--- src/rtl/ex_stage_if.sv ---
// Bundles the ID/EX operands and controls, MEM/WB bypass inputs and the EX/MEM outputs of ex_stage.
interface ex_stage_if;
  logic [7:0]  ID_EX_A;
  logic [7:0]  ID_EX_B;
  logic [18:0] ID_EX_instruction;
  logic [2:0]  alu_op;
  logic        alu_use_carry;
  logic        alu_in_mux;
  logic        select_c;
  logic        select_z;
  logic        write_c;
  logic        write_z;
  logic        mem_write;
  logic        reg_write;
  logic [1:0]  reg_write_mux;
  logic        MEM_WB_reg_write;
  logic [2:0]  MEM_WB_rd;
  logic [7:0]  MEM_WB_data;
  logic        stall;
  logic        flush;
  logic [7:0]  EX_MEM_result;
  logic [7:0]  EX_MEM_store;
  logic [2:0]  EX_MEM_rd;
  logic        EX_MEM_mem_write;
  logic        EX_MEM_reg_write;
  logic [1:0]  EX_MEM_reg_write_mux;
  logic        carry_flag;
  logic        zero_flag;

  modport slave (
    input  ID_EX_A, ID_EX_B, ID_EX_instruction, alu_op, alu_use_carry, alu_in_mux,
           select_c, select_z, write_c, write_z, mem_write, reg_write, reg_write_mux,
           MEM_WB_reg_write, MEM_WB_rd, MEM_WB_data, stall, flush,
    output EX_MEM_result, EX_MEM_store, EX_MEM_rd, EX_MEM_mem_write, EX_MEM_reg_write,
           EX_MEM_reg_write_mux, carry_flag, zero_flag
  );

  modport master (
    output ID_EX_A, ID_EX_B, ID_EX_instruction, alu_op, alu_use_carry, alu_in_mux,
           select_c, select_z, write_c, write_z, mem_write, reg_write, reg_write_mux,
           MEM_WB_reg_write, MEM_WB_rd, MEM_WB_data, stall, flush,
    input  EX_MEM_result, EX_MEM_store, EX_MEM_rd, EX_MEM_mem_write, EX_MEM_reg_write,
           EX_MEM_reg_write_mux, carry_flag, zero_flag
  );
endinterface

--- src/rtl/ex_stage.sv ---
// 8-bit execute stage with C/Z flags; EX/MEM registered 1 cycle later, stall holds, flush inserts a bubble.
// Operand bypassing from EX/MEM and MEM/WB is built only when EX_FORWARDING_EN is defined.
module ex_stage (
  input  logic      clk,
  input  logic      reset,
  ex_stage_if.slave io_ex
);
  localparam logic [2:0] OP_ADD = 3'b000, OP_SUB = 3'b001, OP_AND = 3'b010, OP_OR = 3'b011,
                         OP_XOR = 3'b100, OP_SHL = 3'b101, OP_SHR = 3'b110;

  logic [7:0] r_result, r_store;
  logic [2:0] r_rd;
  logic       r_mem_write, r_reg_write;
  logic [1:0] r_reg_write_mux;
  logic       r_carry, r_zero;

  logic [2:0] w_rs, w_rt, w_rd;
  logic [7:0] w_imm, w_op_a, w_rt_val, w_op_b, w_result;
  logic [8:0] w_sum;
  logic       w_cin, w_cout, w_shout, w_c_next, w_z_next, w_res_zero;
  logic       w_unused;

  assign w_rd  = io_ex.ID_EX_instruction[13:11];
  assign w_rs  = io_ex.ID_EX_instruction[10:8];
  assign w_rt  = io_ex.ID_EX_instruction[7:5];
  assign w_imm = io_ex.ID_EX_instruction[7:0];

`ifdef EX_FORWARDING_EN
  // Only ALU results (mux 00) exist in EX/MEM yet; r0 is hardwired and never bypassed.
  always_comb begin
    w_op_a   = io_ex.ID_EX_A;
    w_rt_val = io_ex.ID_EX_B;
    if (w_rs != 3'd0 && r_reg_write && r_reg_write_mux == 2'b00 && r_rd == w_rs)
      w_op_a = r_result;
    else if (w_rs != 3'd0 && io_ex.MEM_WB_reg_write && io_ex.MEM_WB_rd == w_rs)
      w_op_a = io_ex.MEM_WB_data;
    if (w_rt != 3'd0 && r_reg_write && r_reg_write_mux == 2'b00 && r_rd == w_rt)
      w_rt_val = r_result;
    else if (w_rt != 3'd0 && io_ex.MEM_WB_reg_write && io_ex.MEM_WB_rd == w_rt)
      w_rt_val = io_ex.MEM_WB_data;
  end
  assign w_unused = ^io_ex.ID_EX_instruction[18:14];
`else
  assign w_op_a   = io_ex.ID_EX_A;
  assign w_rt_val = io_ex.ID_EX_B;
  assign w_unused = ^{io_ex.ID_EX_instruction[18:14], io_ex.MEM_WB_reg_write,
                      io_ex.MEM_WB_rd, io_ex.MEM_WB_data};
`endif

  assign w_op_b = io_ex.alu_in_mux ? w_imm : w_rt_val;
  assign w_cin  = io_ex.alu_use_carry & r_carry;

  always_comb begin
    w_sum    = 9'd0;
    w_result = 8'd0;
    w_cout   = 1'b0;
    w_shout  = 1'b0;
    case (io_ex.alu_op)
      OP_ADD: begin
        w_sum    = {1'b0, w_op_a} + {1'b0, w_op_b} + {8'd0, w_cin};
        w_result = w_sum[7:0];
        w_cout   = w_sum[8];
      end
      // Bit 8 of the 9-bit difference is the borrow.
      OP_SUB: begin
        w_sum    = {1'b0, w_op_a} - {1'b0, w_op_b} - {8'd0, w_cin};
        w_result = w_sum[7:0];
        w_cout   = w_sum[8];
      end
      OP_AND: w_result = w_op_a & w_op_b;
      OP_OR:  w_result = w_op_a | w_op_b;
      OP_XOR: w_result = w_op_a ^ w_op_b;
      OP_SHL: begin
        w_result = {w_op_a[6:0], 1'b0};
        w_shout  = w_op_a[7];
      end
      OP_SHR: begin
        w_result = {1'b0, w_op_a[7:1]};
        w_shout  = w_op_a[0];
      end
      default: w_result = w_op_b;
    endcase
  end

  assign w_res_zero = (w_result == 8'd0);
  assign w_c_next   = io_ex.write_c ? (io_ex.select_c ? w_shout : w_cout) : r_carry;
  assign w_z_next   = io_ex.write_z ? (io_ex.select_z ? (r_zero & w_res_zero) : w_res_zero) : r_zero;

  always_ff @(posedge clk) begin
    if (reset) begin
      r_result        <= 8'd0;
      r_store         <= 8'd0;
      r_rd            <= 3'd0;
      r_mem_write     <= 1'b0;
      r_reg_write     <= 1'b0;
      r_reg_write_mux <= 2'd0;
      r_carry         <= 1'b0;
      r_zero          <= 1'b0;
    end else if (io_ex.flush) begin
      // Bubble: the killed instruction must not touch the flags.
      r_result        <= 8'd0;
      r_store         <= 8'd0;
      r_rd            <= 3'd0;
      r_mem_write     <= 1'b0;
      r_reg_write     <= 1'b0;
      r_reg_write_mux <= 2'd0;
    end else if (!io_ex.stall) begin
      r_result        <= w_result;
      r_store         <= w_rt_val;
      r_rd            <= w_rd;
      r_mem_write     <= io_ex.mem_write;
      r_reg_write     <= io_ex.reg_write;
      r_reg_write_mux <= io_ex.reg_write_mux;
      r_carry         <= w_c_next;
      r_zero          <= w_z_next;
    end
  end

  assign io_ex.EX_MEM_result        = r_result;
  assign io_ex.EX_MEM_store         = r_store;
  assign io_ex.EX_MEM_rd            = r_rd;
  assign io_ex.EX_MEM_mem_write     = r_mem_write;
  assign io_ex.EX_MEM_reg_write     = r_reg_write;
  assign io_ex.EX_MEM_reg_write_mux = r_reg_write_mux;
  assign io_ex.carry_flag           = r_carry;
  assign io_ex.zero_flag            = r_zero;
endmodule

--- src/flat_wrapper.sv ---
// flat-port wrapper written by rule: the top's interface ports become plain ports
module ex_stage_flat 
  (clk, reset, io_ex_ID_EX_A, io_ex_ID_EX_B, io_ex_ID_EX_instruction, io_ex_alu_op, io_ex_alu_use_carry, io_ex_alu_in_mux, io_ex_select_c, io_ex_select_z, io_ex_write_c, io_ex_write_z, io_ex_mem_write, io_ex_reg_write, io_ex_reg_write_mux, io_ex_MEM_WB_reg_write, io_ex_MEM_WB_rd, io_ex_MEM_WB_data, io_ex_stall, io_ex_flush, io_ex_EX_MEM_result, io_ex_EX_MEM_store, io_ex_EX_MEM_rd, io_ex_EX_MEM_mem_write, io_ex_EX_MEM_reg_write, io_ex_EX_MEM_reg_write_mux, io_ex_carry_flag, io_ex_zero_flag);
  ex_stage_if io_ex_i ();
  input  logic clk;
  input  logic reset;
  input wire logic [$bits(io_ex_i.ID_EX_A)-1:0] io_ex_ID_EX_A;
  input wire logic [$bits(io_ex_i.ID_EX_B)-1:0] io_ex_ID_EX_B;
  input wire logic [$bits(io_ex_i.ID_EX_instruction)-1:0] io_ex_ID_EX_instruction;
  input wire logic [$bits(io_ex_i.alu_op)-1:0] io_ex_alu_op;
  input wire logic [$bits(io_ex_i.alu_use_carry)-1:0] io_ex_alu_use_carry;
  input wire logic [$bits(io_ex_i.alu_in_mux)-1:0] io_ex_alu_in_mux;
  input wire logic [$bits(io_ex_i.select_c)-1:0] io_ex_select_c;
  input wire logic [$bits(io_ex_i.select_z)-1:0] io_ex_select_z;
  input wire logic [$bits(io_ex_i.write_c)-1:0] io_ex_write_c;
  input wire logic [$bits(io_ex_i.write_z)-1:0] io_ex_write_z;
  input wire logic [$bits(io_ex_i.mem_write)-1:0] io_ex_mem_write;
  input wire logic [$bits(io_ex_i.reg_write)-1:0] io_ex_reg_write;
  input wire logic [$bits(io_ex_i.reg_write_mux)-1:0] io_ex_reg_write_mux;
  input wire logic [$bits(io_ex_i.MEM_WB_reg_write)-1:0] io_ex_MEM_WB_reg_write;
  input wire logic [$bits(io_ex_i.MEM_WB_rd)-1:0] io_ex_MEM_WB_rd;
  input wire logic [$bits(io_ex_i.MEM_WB_data)-1:0] io_ex_MEM_WB_data;
  input wire logic [$bits(io_ex_i.stall)-1:0] io_ex_stall;
  input wire logic [$bits(io_ex_i.flush)-1:0] io_ex_flush;
  output wire logic [$bits(io_ex_i.EX_MEM_result)-1:0] io_ex_EX_MEM_result;
  output wire logic [$bits(io_ex_i.EX_MEM_store)-1:0] io_ex_EX_MEM_store;
  output wire logic [$bits(io_ex_i.EX_MEM_rd)-1:0] io_ex_EX_MEM_rd;
  output wire logic [$bits(io_ex_i.EX_MEM_mem_write)-1:0] io_ex_EX_MEM_mem_write;
  output wire logic [$bits(io_ex_i.EX_MEM_reg_write)-1:0] io_ex_EX_MEM_reg_write;
  output wire logic [$bits(io_ex_i.EX_MEM_reg_write_mux)-1:0] io_ex_EX_MEM_reg_write_mux;
  output wire logic [$bits(io_ex_i.carry_flag)-1:0] io_ex_carry_flag;
  output wire logic [$bits(io_ex_i.zero_flag)-1:0] io_ex_zero_flag;
  assign io_ex_i.ID_EX_A = io_ex_ID_EX_A;
  assign io_ex_i.ID_EX_B = io_ex_ID_EX_B;
  assign io_ex_i.ID_EX_instruction = io_ex_ID_EX_instruction;
  assign io_ex_i.alu_op = io_ex_alu_op;
  assign io_ex_i.alu_use_carry = io_ex_alu_use_carry;
  assign io_ex_i.alu_in_mux = io_ex_alu_in_mux;
  assign io_ex_i.select_c = io_ex_select_c;
  assign io_ex_i.select_z = io_ex_select_z;
  assign io_ex_i.write_c = io_ex_write_c;
  assign io_ex_i.write_z = io_ex_write_z;
  assign io_ex_i.mem_write = io_ex_mem_write;
  assign io_ex_i.reg_write = io_ex_reg_write;
  assign io_ex_i.reg_write_mux = io_ex_reg_write_mux;
  assign io_ex_i.MEM_WB_reg_write = io_ex_MEM_WB_reg_write;
  assign io_ex_i.MEM_WB_rd = io_ex_MEM_WB_rd;
  assign io_ex_i.MEM_WB_data = io_ex_MEM_WB_data;
  assign io_ex_i.stall = io_ex_stall;
  assign io_ex_i.flush = io_ex_flush;
  assign io_ex_EX_MEM_result = io_ex_i.EX_MEM_result;
  assign io_ex_EX_MEM_store = io_ex_i.EX_MEM_store;
  assign io_ex_EX_MEM_rd = io_ex_i.EX_MEM_rd;
  assign io_ex_EX_MEM_mem_write = io_ex_i.EX_MEM_mem_write;
  assign io_ex_EX_MEM_reg_write = io_ex_i.EX_MEM_reg_write;
  assign io_ex_EX_MEM_reg_write_mux = io_ex_i.EX_MEM_reg_write_mux;
  assign io_ex_carry_flag = io_ex_i.carry_flag;
  assign io_ex_zero_flag = io_ex_i.zero_flag;
  ex_stage u_core (.clk(clk), .reset(reset), .io_ex(io_ex_i));
endmodule
--- config.mk ---
export PLATFORM = sky130hd
export DESIGN_NAME = ex_stage_flat
export DESIGN_NICKNAME = d
export VERILOG_FILES = /design/src/rtl/ex_stage_if.sv /design/src/rtl/ex_stage.sv /design/src/flat_wrapper.sv
export SDC_FILE = /design/constraint.sdc
export NUM_CORES = 1
export LEC_CHECK = 0
export BUFFER_PORTS_ARGS = -buffer_cell sky130_fd_sc_hd__buf_2
export CAP_MARGIN = 20
export CORE_UTILIZATION = 28
export CTS_CLUSTER_SIZE = 8
export DETAILED_ROUTE_END_ITERATION = 8
export GPL_TIMING_DRIVEN = 0
export PLACE_DENSITY = 0.54
export SLEW_MARGIN = 10
export SYNTH_ARGS = -nofsm -noshare
export SYNTH_HDL_FRONTEND = slang
export SYNTH_SLANG_ARGS = --single-unit
--- constraint.sdc ---
create_clock -name clk -period 8.23 [get_ports clk]
set_input_delay 2.0575 -clock clk [delete_from_list [all_inputs] [get_ports clk]]
set_output_delay 2.0575 -clock clk [all_outputs]
set_load 0.01 [all_outputs]
==> out/summary.txt <==
Clock tree from TritonCTS -> built
Async S/R FF share, synth -> 0
Starting density of the core -> 0.296
WL met3 -> 414 um
Post-synth EDFFs -> 0
Number of cells produced by synthesis -> 307
Horizontal die dimension -> 96.1 um
CP max stage delay -> 0.59 ns
Uppermost metal layer occupied by signal nets -> met4
Number of distinct library cells after synthesis -> 50
Share of cells above drive strength 1 -> 0.239
Startpoint type of the worst setup path -> primary input
Clock-pin slew of the registers on the worst-case setup and hold paths -> 0.09 ns
Slew at the pin closest to its max-slew limit -> 0.762 ns
CP required -> 8.45 ns
Iteration-0 DRC Markers -> 171
Max Root-Sink Buffers -> 2
Most used flip-flop cell after synthesis -> dfxtp_1
LEAKAGE -> 1.45 nW
Floorplan die height -> 96.1 um
Kind of end point of the critical path -> flop
Number of buffers added by the clock tree synthesis step -> 3
Vias in the first global route -> 2,228
Total power -> 0.365 mW
Number of hold buffers added after cts -> 0
Total global-route track usage -> 0.154
Final routed wirelength across all metal layers -> 7230 um
Largest net degree at the start of global routing -> 16
Crit path cell chain -> buf_2 -> mux2i_1 -> inv_1 -> fa_1 -> inv_1 -> ha_1 -> o21a_1 -> or4_1 -> and3_1 -> o32a_1 -> nor4_1 -> a32o_1
Detailed-route DRC error count -> 0
RD Place Congestion -> 0.885
Number of warnings issued by yosys -> 0
Root buf cell -> clkbuf_8
Top cells by area in the synthesized netlist -> dfxtp_1, ha_1, mux2i_1
Post-CTS repair timing setup buffer count -> 0
Quantity of gates resized following cts -> 0
Worst-Skew Late Latency -> 0.27 ns
Estimated wirelength of the detail-placed design -> 5930 um
Final setup fails -> 0
Count of inserted antenna diode cells -> 0
Outcome -> completed
Final total negative setup slack -> 0 ns
Class of the tightest hold or removal check -> flop to flop
Average wire per cell in the routed design -> 15.0 um
Classification of the worst setup path -> primary input to flop
Cell occurring most often along the worst timing path -> inv_1
Shortest period the worst path allows -> 5.20 ns
Global route total overflow -> 0
Post-synth net total -> 405
Worst Setup Slack, final -> 3.03 ns
Slew Viols, Final -> 0
Hold WS -> 0.495 ns
Post-layout nets -> 476
Max-cap violations -> 0
Highest Clock Rate -> 192 MHz
M1 wire length -> 3370 um
VDD IR-drop max -> 0.0000828 V
Number of buffer and inverter stages on the critical path -> 3
Amount of wire on met2 after detailed routing -> 3370 um
Via count -> 2,447
# port buffers -> 66
Number of cells after detailed placement -> 478
Normalized max-slew margin -> 0.492
RSZ-0062 raised after global routing -> no
Share of the cycle needed by the critical path after routing -> 0.632
CP max FO -> 8
Commonest non-fill, non-tap cell in the layout -> buf_2
Ports -> 89
First-pass GRT wire length -> 11,000 um
Flip-flop and latch count after synthesis -> 25
Area share of the leading cell type in the synthesized netlist -> 0.202
Area of the core -> 8380 um2
Per-instance average area after synthesis -> 8.08 um2
Portion of the post-synthesis area used by sequential elements -> 0.202
Row cnt -> 33
Pwr dens -> 122 nW/um2
Post-detailed-route count of antenna-violating nets -> 0
Cell accounting for the most synthesized area -> dfxtp_1
Arrival time at the worst endpoint -> 5.42 ns
Routed vias/inst -> 5.08
Initial antenna violation count -> 0
Num Clock Sinks -> 25
Area overhead of the layout relative to synthesis -> 20.6%
Worst slack after detailed placement -> 2.73 ns
Number of cells in the finished layout apart from fillers -> 482
Die ar. -> 9240 um2
Maximum clock skew at final layout -> 0.00346 ns
Top library cells by usage in the layout, fill and taps aside -> buf_2, nor2_1, inv_1, ha_1, mux2i_1
Slowest CP cell -> fa_1
First-pass iteration count of the detailed router -> 5
H-Tree Depth -> 1
Post-synthesis instance area -> 2480 um2
Final Hold Vio Count -> 0
Delay-heaviest family, CP -> simple AND/OR/NAND/NOR gates
==> tightest hold or removal path: stages, from the launching register on <==
cell and delay [ns]:
dfxtp_1 0.33, mux2i_1 0.07, nor2_1 0.07
==> Yosys cell counts (2+ instances only) <==
master and instances:
o31ai_1 3, nand2_1 13, a211oi_1 3, nor3_1 3
nor2_1 38, o21a_1 3, a32o_1 2, buf_2 6
or3_1 3, mux2i_1 28, a32oi_1 2, clkbuf_1 8
o211ai_1 3, inv_1 30, nand2b_1 6, o22ai_1 2
dfxtp_1 25, fa_1 4, a221oi_1 6, nor2b_1 4
nand3_1 7, or2_2 2, xor2_1 6, a21oi_1 15
ha_1 30, mux2_2 7, nand3b_1 2, or4_1 2
a31oi_1 4, o21ai_0 15, a22oi_1 5, and3_1 2
==> flip-flops by register name, indices dropped and copies added (netlist names) <==
signal                             cells
u_core.io_ex.EX_MEM_reg_write_mux      2
u_core.io_ex.zero_flag                 1
u_core.io_ex.EX_MEM_mem_write          1
u_core.io_ex.EX_MEM_reg_write          1
u_core.io_ex.EX_MEM_rd                 3
u_core.io_ex.carry_flag                1
u_core.io_ex.EX_MEM_result             8
u_core.io_ex.EX_MEM_store              8
==> power by group <==
part / switching (mW) / internal, mW / leakage, nW
combinational: 0.0941 / 0.0692 / 1.23
sequential: 0.00206 / 0.125 / 0.204
clock: 0.0399 / 0.0343 / 0.0217
==> logic make-up after synthesis <==
kind of cell,Yosys count,share of synthesized area
AOI/OAI and AO/OA,72,0.198
and+or+nand+nor,87,0.170
muxes,35,0.145
xor gates and xnor gates,7,0.0247
adders and majority gates,34,0.184
buffers and inverters,47,0.0772
DFF,25,0.202
==> layer usage <==
| layer | up-vias | global-route usage |
|---|---|---|
| met2 | 87 | 0.252 |
| met4 | 0 | 0.0311 |
| li1 | 1224 | - |
| met5 | - | 0 |
| met1 | 1130 | 0.212 |
| met3 | 6 | 0.0253 |
==> path summary, 6_finish.rpt <==
kind                                       endpoint  cells past startpoint                                   start  slack, ns
max             u_core.io_ex.zero_flag$_SDFFE_PP0P_                     12                        io_ex_alu_in_mux       3.03
min          u_core.io_ex.EX_MEM_rd[1]$_SDFFE_PP0N_                      2  u_core.io_ex.EX_MEM_rd[1]$_SDFFE_PP0N_       0.49
max reg2reg     u_core.io_ex.zero_flag$_SDFFE_PP0P_                     11    u_core.io_ex.carry_flag$_SDFFE_PP0P_       5.27
min reg2reg  u_core.io_ex.EX_MEM_rd[1]$_SDFFE_PP0N_                      2  u_core.io_ex.EX_MEM_rd[1]$_SDFFE_PP0N_       0.49
==> layout make-up <==
cell class	count	area, um2
fillers	937	5390
clock inverters	1	7.51
repair buffers	66	330
plain buffers	16	75.1
well taps	105	131
clock buffers	3	41.3
inverters	31	116
multi-input cells	235	1790
flip-flops and latches	25	500
==> per-stage QoR <==
| step | instance area, um2 | util |
|---|---|---|
| 3_5_place_dp | 2940 | 0.351 |
| 6_report | 2990 | 0.357 |
| 3_3_place_gp | 2940 | 0.351 |
| 2_1_floorplan | 2480 | - |
| 5_1_grt | 2990 | 0.357 |
| 4_1_cts | 2990 | 0.357 |
Note: power is estimated with default switching activity, not from simulation.
